--- src/rtl/qsm_pkg.sv ---
// qsm_pkg: shared types and constants for the QSPI DIM readout engine.
//   t_qsm_state  - readout engine state encoding
//   WORD_BITS    - bits shifted in per device per register
//   MEM_AW       - readout DPRAM word address width
//   eff_max_dim  - maps a configured device limit of 0 to 1
package qsm_pkg;

    localparam int unsigned WORD_BITS = 16;
    localparam int unsigned MEM_AW    = 7;

    typedef enum logic [2:0] {
        StIdle,
        StRst,
        StCsSetup,
        StShiftHi,
        StShiftLo,
        StWordEnd,
        StGap,
        StFinish
    } t_qsm_state;

    function automatic logic [3:0] eff_max_dim(input logic [3:0] max_dim);
        return (max_dim == 4'd0) ? 4'd1 : max_dim;
    endfunction

endpackage

--- src/rtl/qsm_us_tick.sv ---
// qsm_us_tick: 1-us tick prescaler.
//   clk_i  - system clock
//   rst_i  - synchronous active-high reset
//   clr_i  - synchronous clear; holds the prescaler at the start of a microsecond
//   tick_o - one-cycle pulse on the last clock of every DIV-cycle period
module qsm_us_tick #(
    parameter int unsigned DIV = 100
) (
    input  logic clk_i,
    input  logic rst_i,
    input  logic clr_i,
    output logic tick_o
);

    localparam int unsigned CntW = (DIV > 1) ? $clog2(DIV) : 1;
    localparam logic [CntW-1:0] CntLast = CntW'(DIV - 1);

    logic [CntW-1:0] cnt_q;

    always_ff @(posedge clk_i) begin
        if (rst_i || clr_i) begin
            cnt_q <= '0;
        end else if (cnt_q == CntLast) begin
            cnt_q <= '0;
        end else begin
            cnt_q <= cnt_q + 1'b1;
        end
    end

    assign tick_o = !clr_i && (cnt_q == CntLast);

endmodule

--- src/rtl/qsm_dim_reader.sv ---
// qsm_dim_reader: QSPI master engine for one daisy-chained DIM chain.
//   ctrl_*_i      - trigger/reset pulses and run configuration (latched on trigger)
//   stat_*_o      - busy/done/error flags and device count of frame 0
//   mem_*_o       - write port into the readout DPRAM (one word per device per register)
//   qspi_sck_o    - serial clock, idles low
//   qspi_cs_n_o   - frame select, active low, idles high
//   qspi_data_i   - serial data from the chain (asynchronous)
//   qspi_fb_i     - chain feedback, 1 = another device follows (asynchronous)
module qsm_dim_reader
    import qsm_pkg::*;
#(
    parameter int unsigned CLK_FREQ_HZ = 100_000_000,
    parameter int unsigned SCK_HALF    = 25,
    parameter int unsigned RESET_US    = 1000
) (
    input  logic                 clk_i,
    input  logic                 rst_i,
    input  logic                 ctrl_reset_i,
    input  logic                 ctrl_trig_i,
    input  logic [3:0]           ctrl_last_reg_adr_i,
    input  logic [3:0]           ctrl_max_dim_no_i,
    input  logic [9:0]           ctrl_read_delay_i,
    output logic                 stat_busy_o,
    output logic                 stat_done_o,
    output logic                 stat_err_many_o,
    output logic                 stat_err_fb_o,
    output logic [3:0]           stat_dim_count_o,
    output logic                 mem_we_o,
    output logic [MEM_AW-1:0]    mem_addr_o,
    output logic [WORD_BITS-1:0] mem_data_o,
    output logic                 qspi_sck_o,
    output logic                 qspi_cs_n_o,
    input  logic                 qspi_data_i,
    input  logic                 qspi_fb_i
);

    localparam int unsigned ClkMhz = CLK_FREQ_HZ / 1_000_000;
    localparam int unsigned HalfW  = $clog2(SCK_HALF);
    localparam logic [HalfW-1:0] HalfLast = HalfW'(SCK_HALF - 1);
    localparam logic [31:0] RstUsLast = 32'(RESET_US - 1);
    localparam logic [3:0] BitLast = 4'(WORD_BITS - 1);

    t_qsm_state state_q;

    logic                 busy_q, done_q, err_many_q, err_fb_q;
    logic [3:0]           dim_count_q;
    logic                 mem_we_q;
    logic [MEM_AW-1:0]    mem_addr_q;
    logic [WORD_BITS-1:0] mem_data_q;
    logic                 sck_q, cs_n_q;

    logic [3:0]           last_reg_q, max_dim_q;
    logic [9:0]           read_delay_q;
    logic [HalfW-1:0]     half_cnt_q;
    logic [3:0]           bit_cnt_q;
    logic [3:0]           dev_cnt_q;
    logic [3:0]           reg_idx_q;
    // One extra bit so the counter can sit at 128 and block further writes.
    logic [MEM_AW:0]      word_cnt_q;
    logic [31:0]          us_cnt_q;
    logic [WORD_BITS-1:0] shreg_q;

    logic data_s1_q, data_s_q, fb_s1_q, fb_s_q;

    logic       us_tick;
    logic       half_done;
    logic [3:0] dev_next;
    logic       gap_done;

    always_ff @(posedge clk_i) begin
        if (rst_i) begin
            data_s1_q <= 1'b0;
            data_s_q  <= 1'b0;
            fb_s1_q   <= 1'b0;
            fb_s_q    <= 1'b0;
        end else begin
            data_s1_q <= qspi_data_i;
            data_s_q  <= data_s1_q;
            fb_s1_q   <= qspi_fb_i;
            fb_s_q    <= fb_s1_q;
        end
    end

    // Prescaler only runs while a microsecond-timed state is active, so it
    // restarts from zero on every GAP/RST entry.
    qsm_us_tick #(
        .DIV (ClkMhz)
    ) u_us_tick (
        .clk_i  (clk_i),
        .rst_i  (rst_i),
        .clr_i  (!(state_q == StGap || state_q == StRst)),
        .tick_o (us_tick)
    );

    assign half_done = (half_cnt_q == HalfLast);
    assign dev_next  = dev_cnt_q + 4'd1;
    assign gap_done  = (read_delay_q == 10'd0) ||
                       (us_tick && ((us_cnt_q + 32'd1) == {22'd0, read_delay_q}));

    always_ff @(posedge clk_i) begin
        if (rst_i) begin
            state_q      <= StIdle;
            busy_q       <= 1'b0;
            done_q       <= 1'b0;
            err_many_q   <= 1'b0;
            err_fb_q     <= 1'b0;
            dim_count_q  <= 4'd0;
            mem_we_q     <= 1'b0;
            mem_addr_q   <= '0;
            mem_data_q   <= '0;
            sck_q        <= 1'b0;
            cs_n_q       <= 1'b1;
            last_reg_q   <= 4'd0;
            max_dim_q    <= 4'd1;
            read_delay_q <= 10'd0;
            half_cnt_q   <= '0;
            bit_cnt_q    <= 4'd0;
            dev_cnt_q    <= 4'd0;
            reg_idx_q    <= 4'd0;
            word_cnt_q   <= '0;
            us_cnt_q     <= '0;
            shreg_q      <= '0;
        end else begin
            mem_we_q <= 1'b0;
            unique case (state_q)
                StIdle: begin
                    if (ctrl_reset_i) begin
                        state_q  <= StRst;
                        busy_q   <= 1'b1;
                        sck_q    <= 1'b1;
                        cs_n_q   <= 1'b0;
                        us_cnt_q <= '0;
                    end else if (ctrl_trig_i) begin
                        state_q      <= StCsSetup;
                        busy_q       <= 1'b1;
                        cs_n_q       <= 1'b0;
                        half_cnt_q   <= '0;
                        last_reg_q   <= ctrl_last_reg_adr_i;
                        max_dim_q    <= eff_max_dim(ctrl_max_dim_no_i);
                        read_delay_q <= ctrl_read_delay_i;
                        done_q       <= 1'b0;
                        err_many_q   <= 1'b0;
                        err_fb_q     <= 1'b0;
                        word_cnt_q   <= '0;
                        reg_idx_q    <= 4'd0;
                        dev_cnt_q    <= 4'd0;
                        bit_cnt_q    <= 4'd0;
                    end
                end
                StRst: begin
                    if (us_tick && us_cnt_q == RstUsLast) begin
                        state_q <= StIdle;
                        busy_q  <= 1'b0;
                        sck_q   <= 1'b0;
                        cs_n_q  <= 1'b1;
                    end else if (us_tick) begin
                        us_cnt_q <= us_cnt_q + 32'd1;
                    end
                end
                StCsSetup: begin
                    if (half_done) begin
                        state_q    <= StShiftHi;
                        sck_q      <= 1'b1;
                        half_cnt_q <= '0;
                    end else begin
                        half_cnt_q <= half_cnt_q + 1'b1;
                    end
                end
                StShiftHi: begin
                    if (half_done) begin
                        state_q    <= StShiftLo;
                        sck_q      <= 1'b0;
                        half_cnt_q <= '0;
                        shreg_q    <= {shreg_q[WORD_BITS-2:0], data_s_q};
                    end else begin
                        half_cnt_q <= half_cnt_q + 1'b1;
                    end
                end
                StShiftLo: begin
                    if (half_done) begin
                        half_cnt_q <= '0;
                        bit_cnt_q  <= bit_cnt_q + 4'd1;
                        if (bit_cnt_q == BitLast) begin
                            state_q    <= StWordEnd;
                            mem_we_q   <= !word_cnt_q[MEM_AW];
                            mem_addr_q <= word_cnt_q[MEM_AW-1:0];
                            mem_data_q <= shreg_q;
                        end else begin
                            state_q <= StShiftHi;
                            sck_q   <= 1'b1;
                        end
                    end else begin
                        half_cnt_q <= half_cnt_q + 1'b1;
                    end
                end
                StWordEnd: begin
                    if (!word_cnt_q[MEM_AW]) begin
                        word_cnt_q <= word_cnt_q + 1'b1;
                    end
                    dev_cnt_q <= dev_next;
                    if (fb_s_q && dev_next < max_dim_q) begin
                        state_q    <= StShiftHi;
                        sck_q      <= 1'b1;
                        half_cnt_q <= '0;
                    end else begin
                        // End of frame; fb still high here means the chain is longer than allowed.
                        if (fb_s_q) begin
                            err_many_q <= 1'b1;
                        end
                        cs_n_q <= 1'b1;
                        if (reg_idx_q == 4'd0) begin
                            dim_count_q <= dev_next;
                        end else if (dev_next != dim_count_q) begin
                            err_fb_q <= 1'b1;
                        end
                        if (reg_idx_q == last_reg_q) begin
                            state_q <= StFinish;
                        end else begin
                            state_q  <= StGap;
                            us_cnt_q <= '0;
                        end
                    end
                end
                StGap: begin
                    if (gap_done) begin
                        state_q    <= StCsSetup;
                        cs_n_q     <= 1'b0;
                        half_cnt_q <= '0;
                        reg_idx_q  <= reg_idx_q + 4'd1;
                        dev_cnt_q  <= 4'd0;
                        bit_cnt_q  <= 4'd0;
                    end else if (us_tick) begin
                        us_cnt_q <= us_cnt_q + 32'd1;
                    end
                end
                StFinish: begin
                    state_q <= StIdle;
                    busy_q  <= 1'b0;
                    done_q  <= 1'b1;
                end
                default: begin
                    state_q <= StIdle;
                    busy_q  <= 1'b0;
                    sck_q   <= 1'b0;
                    cs_n_q  <= 1'b1;
                end
            endcase
        end
    end

    assign stat_busy_o      = busy_q;
    assign stat_done_o      = done_q;
    assign stat_err_many_o  = err_many_q;
    assign stat_err_fb_o    = err_fb_q;
    assign stat_dim_count_o = dim_count_q;
    assign mem_we_o         = mem_we_q;
    assign mem_addr_o       = mem_addr_q;
    assign mem_data_o       = mem_data_q;
    assign qspi_sck_o       = sck_q;
    assign qspi_cs_n_o      = cs_n_q;

endmodule

--- config.mk ---
export PLATFORM = sky130hd
export DESIGN_NAME = qsm_dim_reader
export DESIGN_NICKNAME = d
export VERILOG_FILES = /design/src/rtl/qsm_pkg.sv /design/src/rtl/qsm_us_tick.sv /design/src/rtl/qsm_dim_reader.sv
export SDC_FILE = /design/constraint.sdc
export NUM_CORES = 1
export LEC_CHECK = 0
export ABC_AREA = 1
export BUFFER_PORTS_ARGS = -buffer_cell sky130_fd_sc_hd__buf_4
export CORE_ASPECT_RATIO = 1.4
export CORE_MARGIN = 2
export CORE_UTILIZATION = 30
export DETAILED_ROUTE_END_ITERATION = 8
export PLACE_DENSITY = 0.46
export SETUP_SLACK_MARGIN = 0.4
export SLEW_MARGIN = 0
export SYNTH_ARGS = -nofsm -noshare
export SYNTH_HDL_FRONTEND = slang
export SYNTH_HIERARCHICAL = 1
export SYNTH_SLANG_ARGS = --single-unit
--- constraint.sdc ---
create_clock -name clk_i -period 3.55 [get_ports clk_i]
set_input_delay 0.5325 -clock clk_i [delete_from_list [all_inputs] [get_ports clk_i]]
set_output_delay 0.5325 -clock clk_i [all_outputs]
set_load 0.02 [all_outputs]
==> impl_metrics.toml, run 1 <==
[cts]
cts_tree = "done"
clock_sinks = 139
htree_num_levels = 4
clk_pin_slew_ns = 0.06
ctsHoldBuffers = 0
cts_resized = 0
cts_max_path_buffers = 2
clock_latency_ns = 0.42
cts_buffers = 17
cts_root_buf = "clkbuf_16"
postCtsSetupRepairBufs = 0

[synth]
synth.avg_cell_area_sq_um = 6.52
synth_xor_area_share_pct = 3.08
synthCells = 1114
synth_edf_count = 0
yosysWarningCount = 6
synth_mux_area_share_pct = 0
syn-num-nets = 1150
ys_seq_elements = 139
yosysUniqueCellTypes = 42
synth_top_family_by_area = "simple AND/OR/NAND/NOR gates"
ys_seq_area_share_pct = 38.3
synth_fa_ha_area_share_pct = 2.07
async_reset_ff_share_pct = 0
synth_simple_gate_area_share_pct = 35.5
synth-main-ff-cell = "dfxtp_1"
syn_area_sq_um = 7260
synth-compound-area-share_pct = 13.2

[layout]
area_growth_pct = 18.9
drive_gt1_share_pct = 12.1
instances_no_fill = 1489
nets = 1202
post-route-util_pct = 36.1
diodes = 0
final_area_sq_um = 8630

[sta]
worst_pin_slew_ns = 0.783
hold_violations = 0
min_period_over_period_pct = 81.5
setup_viol = 0
fin_crit_ns = 2.89
rsz0062_at_grt = "no"
tns_ns = 0
slew_violations = 0
max_freq_mhz = 346
slew_headroom_pct = 47.7
fin_worst_skew_ns = 0.00739
finalWorstSetupSlack_ns = 0.657

[detailed_routing]
viasPerCell = 4.73
wl_per_cell_um = 14.0
ant_nets = 0
first_pass_iters = 5
drtIter0Drc = 281
drcViolationCount = 0
vias = 7047
routed_wl_mm = 20.8

[floorplan]
start_util_pct = 30.4
io_pins = 58
num_rows = 67
die_h_um = 188
coreArea_sq_um = 23900
die_w_um = 135
dieArea_sq_um = 25500

[pwr]
p_per_area_nw_per_um2 = 770
irDropWorstVdd_mv = 0.398
leakagePower_uw = 0.00360

[placement]
gp_congestion = 0.902
hpwlAfterDp_mm = 15.1
post-place-ws_ns = 0.420
place_area_sq_um = 8010
port_buffers = 57
place_inst = 1457

[critical_path]
crit_path_start = "us_cnt_q[1]"
worstReg2RegEnd = "us_cnt_q[24]"
r2r_cells = 17
reg2reg_slack_ns = 0.66
worst_setup_path_end_kind = "flip-flop"
crit_arrival_ns = 3.21
endpoint = "us_cnt_q[24]"
cp_max_fo = 32
critPathRequiredTime_ns = 3.86
critPathKind = "flip-flop to flip-flop"
r2r_start = "us_cnt_q[1]"
start_kind = "flip-flop"

[global_routing]
grt_pass1_wl_mm = 34.8
grt_max_degree = 47
grt.overflow.total = 0
antenna_found_initial = 0
grt_usage_pct = 17.2
grt_pass1_vias = 6928

[run]
max_cap_viol_count = 0

[hold_path]
whs_path_depth = 3
hold_class = "input port to flip-flop"

[status]
status = "complete, no violations"
[placed cells by master, fill, tap and decap left out, types with 6 or more instances in the layout]
cell	count
inv_2	7
inv_1	98
ha_1	11
nand2_1	208
nor3_1	10
dfxtp_1	136
nor2_2	11
nor2_1	289
xnor2_1	8
nand3b_1	12
nand3_1	50
o21ai_0	65
buf_4	64
nand4_1	14
clkbuf_16	17
a21oi_1	65
xor2_1	15
o21ai_1	33
nand2_2	6
[synth_stat cells (all sizes together), types with 5 or more instances]
library cell,count,area [sq um]
nor2,304,1170
nand2,216,841
dfxtp,139,2780
inv,104,390
o21ai,99,499
a21oi,68,352
nand3,53,275
clkbuf,25,93.8
xor2,15,131
nand4,14,87.6
ha,12,150
nand3b,12,90.1
nor3,10,50.1
buf,9,80.1
xnor2,8,70.1
nor4,5,31.3
[cells by family after synthesis]
family                     Yosys count
buffers and inverters              140
xor gates and xnor gates            24
DFF                                139
and+or+nand+nor                    618
adders and majority gates           12
AOI/OAI and AO/OA                  181
[flip-flops by register name, indices dropped and copies added, names as in the netlist, 5 cells and up]
signal and count:
shreg_q 16, mem_data_o 16, read_delay_q 10, us_cnt_q 32
u_us_tick/cnt_q 7, word_cnt_q 8, mem_addr_o 7, half_cnt_q 5
[worst max-delay path, cell delays in order, from the launching register on]
cell and delay [ns]:
dfxtp_1 0.41, ha_1 0.24, nand3_2 0.15, inv_2 0.16
nand3_1 0.17, nor2_1 0.21, xor2_1 0.11, nor2_1 0.24
nand3_1 0.11, nor2_1 0.12, nand2_1 0.12, nand2_2 0.11
nand2_2 0.10, nand2_8 0.14, inv_2 0.06, buf_12 0.17
nor2_1 0.09, nor2_1 0.05
[area by class of cell]
cell class / count / area [sq um]
multi-input cells: 835 / 3950
repair buffers: 67 / 536
flip-flops and latches: 139 / 2790
clock buffers: 18 / 439
fillers: 2651 / 15300
clock inverters: 14 / 138
well taps: 310 / 388
inverters: 106 / 398
[where the power goes]
part / leakage [uW] / switching [uW] / internal (uW)
Clock: 0.000272 / 756 / 998
Sequential: 0.00113 / 406 / 1870
Combinational: 0.00220 / 1700 / 913
Total: 0.00360 / 2860 / 3790
[how the worst min path moves through the flow]
stage                      startpoint         to  slack, ns
after detailed placement      fb_s1_q     fb_s_q       0.40
after floorplan             data_s1_q   data_s_q       0.39
after global placement        fb_s1_q     fb_s_q       0.39
after global routing        qspi_fb_i    fb_s1_q       0.32
after CTS                 qspi_data_i  data_s1_q       0.29
final                       qspi_fb_i    fb_s1_q       0.31
[metal layers]
layer  routed length [um]  GRT usage [%]  part of all wire (%)  vias to the layer above
met5                    0              0                     0                        -
met4                  680           7.45                   3.3                        0
met3                  541           3.03                   2.6                       33
met2                10800           30.8                    52                      122
met1                 8830           19.9                    42                     3219
li1                     -              -                     -                     3673
[metrics by stage]
stage / total power, uW / hold slack (ns)
2_1_floorplan: 4190 / 0.388
3_3_place_gp: 4870 / 0.389
3_5_place_dp: 4870 / 0.395
4_1_cts: 6650 / 0.287
5_1_grt: 7200 / 0.317
6_report: 6640 / 0.306
(Power assumes the default switching activity.)
==> run 2, diff against run 1 <==
--- a/config.mk
+++ b/config.mk
@@ -5,13 +5,13 @@
 export SDC_FILE = /design/constraint.sdc
 export NUM_CORES = 1
 export LEC_CHECK = 0
-export ABC_AREA = 1
+export ABC_AREA = 0
 export BUFFER_PORTS_ARGS = -buffer_cell sky130_fd_sc_hd__buf_4
 export CORE_ASPECT_RATIO = 1.4
 export CORE_MARGIN = 2
 export CORE_UTILIZATION = 30
 export DETAILED_ROUTE_END_ITERATION = 8
-export PLACE_DENSITY = 0.46
+export PLACE_DENSITY = 0.47
 export SETUP_SLACK_MARGIN = 0.4
 export SLEW_MARGIN = 0
 export SYNTH_ARGS = -nofsm -noshare
==> constraint.sdc (replaced) <==
create_clock -name clk_i -period 2.43 [get_ports clk_i]
set_input_delay 0.3645 -clock clk_i [delete_from_list [all_inputs] [get_ports clk_i]]
set_output_delay 0.3645 -clock clk_i [all_outputs]
set_load 0.02 [all_outputs]
==> impl_metrics.toml, run 2 <==
[cts]
clk_pin_slew_ns = 0.06
cts_buffers = 17
clock_sinks = 139
cts_max_path_buffers = 2
cts_root_buf = "clkbuf_16"
htree_num_levels = 4
cts_tree = "done"
ctsHoldBuffers = 0
clock_latency_ns = 0.43

[floorplan]
start_util_pct = 30.4
coreArea_sq_um = 23900
io_pins = 58
die_h_um = 188
num_rows = 67
dieArea_sq_um = 25500
die_w_um = 135

[global_routing]
grt_usage_pct = 20.3
antenna_found_initial = 0
grt_max_degree = 55
grt_pass1_vias = 7876
grt_pass1_wl_mm = 40.6
grt.overflow.total = 0

[detailed_routing]
vias = 7760
drcViolationCount = 0
ant_nets = 0
drtIter0Drc = 306
viasPerCell = 5.14
routed_wl_mm = 26.0
first_pass_iters = 4
wl_per_cell_um = 17.2

[synth]
synth_top_area_share_pct = 38.4
synth_common_cells = "nand2_1 (168), dfxtp_1 (139), a21oi_1 (103)"
ys_seq_elements = 139
synth.avg_cell_area_sq_um = 7.83
synth_top_cell_by_area = "dfxtp_1"
syn-num-nets = 962
syn_area_sq_um = 7250
synth.most_common_cell = "nand2_1"
synthTopCellsByArea = "dfxtp_1 (38%), nand2_1 (8.7%), a21oi_1 (7.1%), o21ai_0 (3.2%), nor2_1 (3.1%)"
yosysWarningCount = 6
yosysUniqueCellTypes = 79
synth_edf_count = 0
synth-main-ff-cell = "dfxtp_1"
synthCells = 926
ys_seq_area_share_pct = 38.4
async_reset_ff_share_pct = 0

[critical_path]
worst_setup_path_end_kind = "flip-flop"
cp_max_fo = 5
critPathRequiredTime_ns = 2.71
critPathKind = "flip-flop to flip-flop"
crit_arrival_ns = 3.29
start_kind = "flip-flop"

[pwr]
irDropWorstVdd_mv = 0.571
leakagePower_uw = 0.00449
p_per_area_nw_per_um2 = 569

[sta]
worst_pin_slew_ns = 0.765
setup_viol = 54
slew_headroom_pct = 48.5
fin_worst_skew_ns = 0.0121
holdWs_ns = 0.148
fin_crit_ns = 3.01
finalWorstSetupSlack_ns = -0.578
slew_violations = 0
min_period_over_period_pct = 124
hold_violations = 0
max_freq_mhz = 332
rsz0062_at_grt = "yes"

[layout]
largest_register_ffs = 32
layout_commonest_cell = "buf_4"
diodes = 0
final_cell_mix = "buf_4 (252), nand2_1 (162), dfxtp_1 (118)"
nets = 1223
drive_gt1_share_pct = 43.1
area_growth_pct = 57.8
regMostFlops = "us_cnt_q"
post-route-util_pct = 47.9

[status]
violations = "negative setup slack"
status = "complete, but fails checks"

[placement]
port_buffers = 57
gp_congestion = 0.880
hpwlAfterDp_mm = 18.4

[hold_path]
hold_class = "input port to flip-flop"

[run]
max_cap_viol_count = 0
## run 2: cell families (layout without fill, tap and decap cells)
family | count (synthesis) | after routing | synth area share [%]
xor+xnor | 36 | 36 | 4.35
buf+inv | 75 | 349 | 4.42
fa+ha+maj | 12 | 12 | 2.07
flops | 139 | 139 | 38.4
compound gates | 242 | 242 | 20.7
mux | 6 | 6 | 0.845
simple gates | 416 | 416 | 29.2
## run 2: power breakdown
group / switching (uW) / total (uW) / internal, uW
clock: 1060 / 2470 / 1410
sequential: 56.4 / 2400 / 2340
combinational: 876 / 1650 / 775
## run 2: worst paths after layout
| kind | startpoint | to | slack, ns | depth (start not counted) |
|---|---|---|---|---|
| worst min register to register | data_s1_q | data_s_q | 0.43 | 1 |
| worst max register to register | us_cnt_q[1] | half_cnt_q[4] | -0.58 | 10 |
| worst min-delay path | qspi_data_i | data_s1_q | 0.15 | 2 |
| worst max-delay path | us_cnt_q[1] | half_cnt_q[4] | -0.58 | 10 |
## run 2: per-layer routing
metal	up-vias	GRT usage (%)	part of all wire [%]
met4	0	9.94	3.8
met3	63	3.76	2.8
met1	3710	22.3	39
met2	124	37.0	54
li1	3863	-	-
met5	-	0	0
## run 2: what timing repair did
item,in CTS,in global routing
cloned,2,4
setup buffers,19,17
pin swaps,45,48
endpoints found under the setup margin,61,105
resized for setup,118,106
## run 2: cell type report
type	instances	area [sq um]
Clock inverter	14	121
Inverter	19	76.3
Tap cell	310	388
Sequential cell	139	2820
Clock buffer	18	429
Multi-Input combinational cell	712	5080
Timing Repair Buffer	298	2530
Fill cell	2397	12400
## run 2: stage by stage
step / cell area (sq um) / instances / setup slack, ns / total power (uW) / setup TNS, ns
6_report: 11400 / 1510 / -0.578 / 6510 / -25.07
3_5_place_dp: 9560 / 1436 / -0.583 / 3560 / -26.56
2_1_floorplan: 7520 / 926 / -0.374 / 3110 / -14.22
4_1_cts: 10700 / 1489 / -0.522 / 6360 / -23.98
5_1_grt: 11400 / 1510 / -0.676 / 6800 / -30.85
3_3_place_gp: 9560 / 1436 / -0.598 / 3560 / -26.40
## run 2: critical path, stage by stage, from the launching register on
cell and delay (ns):
dfxtp_4 0.38, ha_4 0.16, nand3_4 0.10, or4_4 0.43, o31a_1 0.29, or4_4 0.49, nor4_2 0.18, and4_4 0.32
nor2_4 0.06, o221ai_4 0.30, a311oi_1 0.14
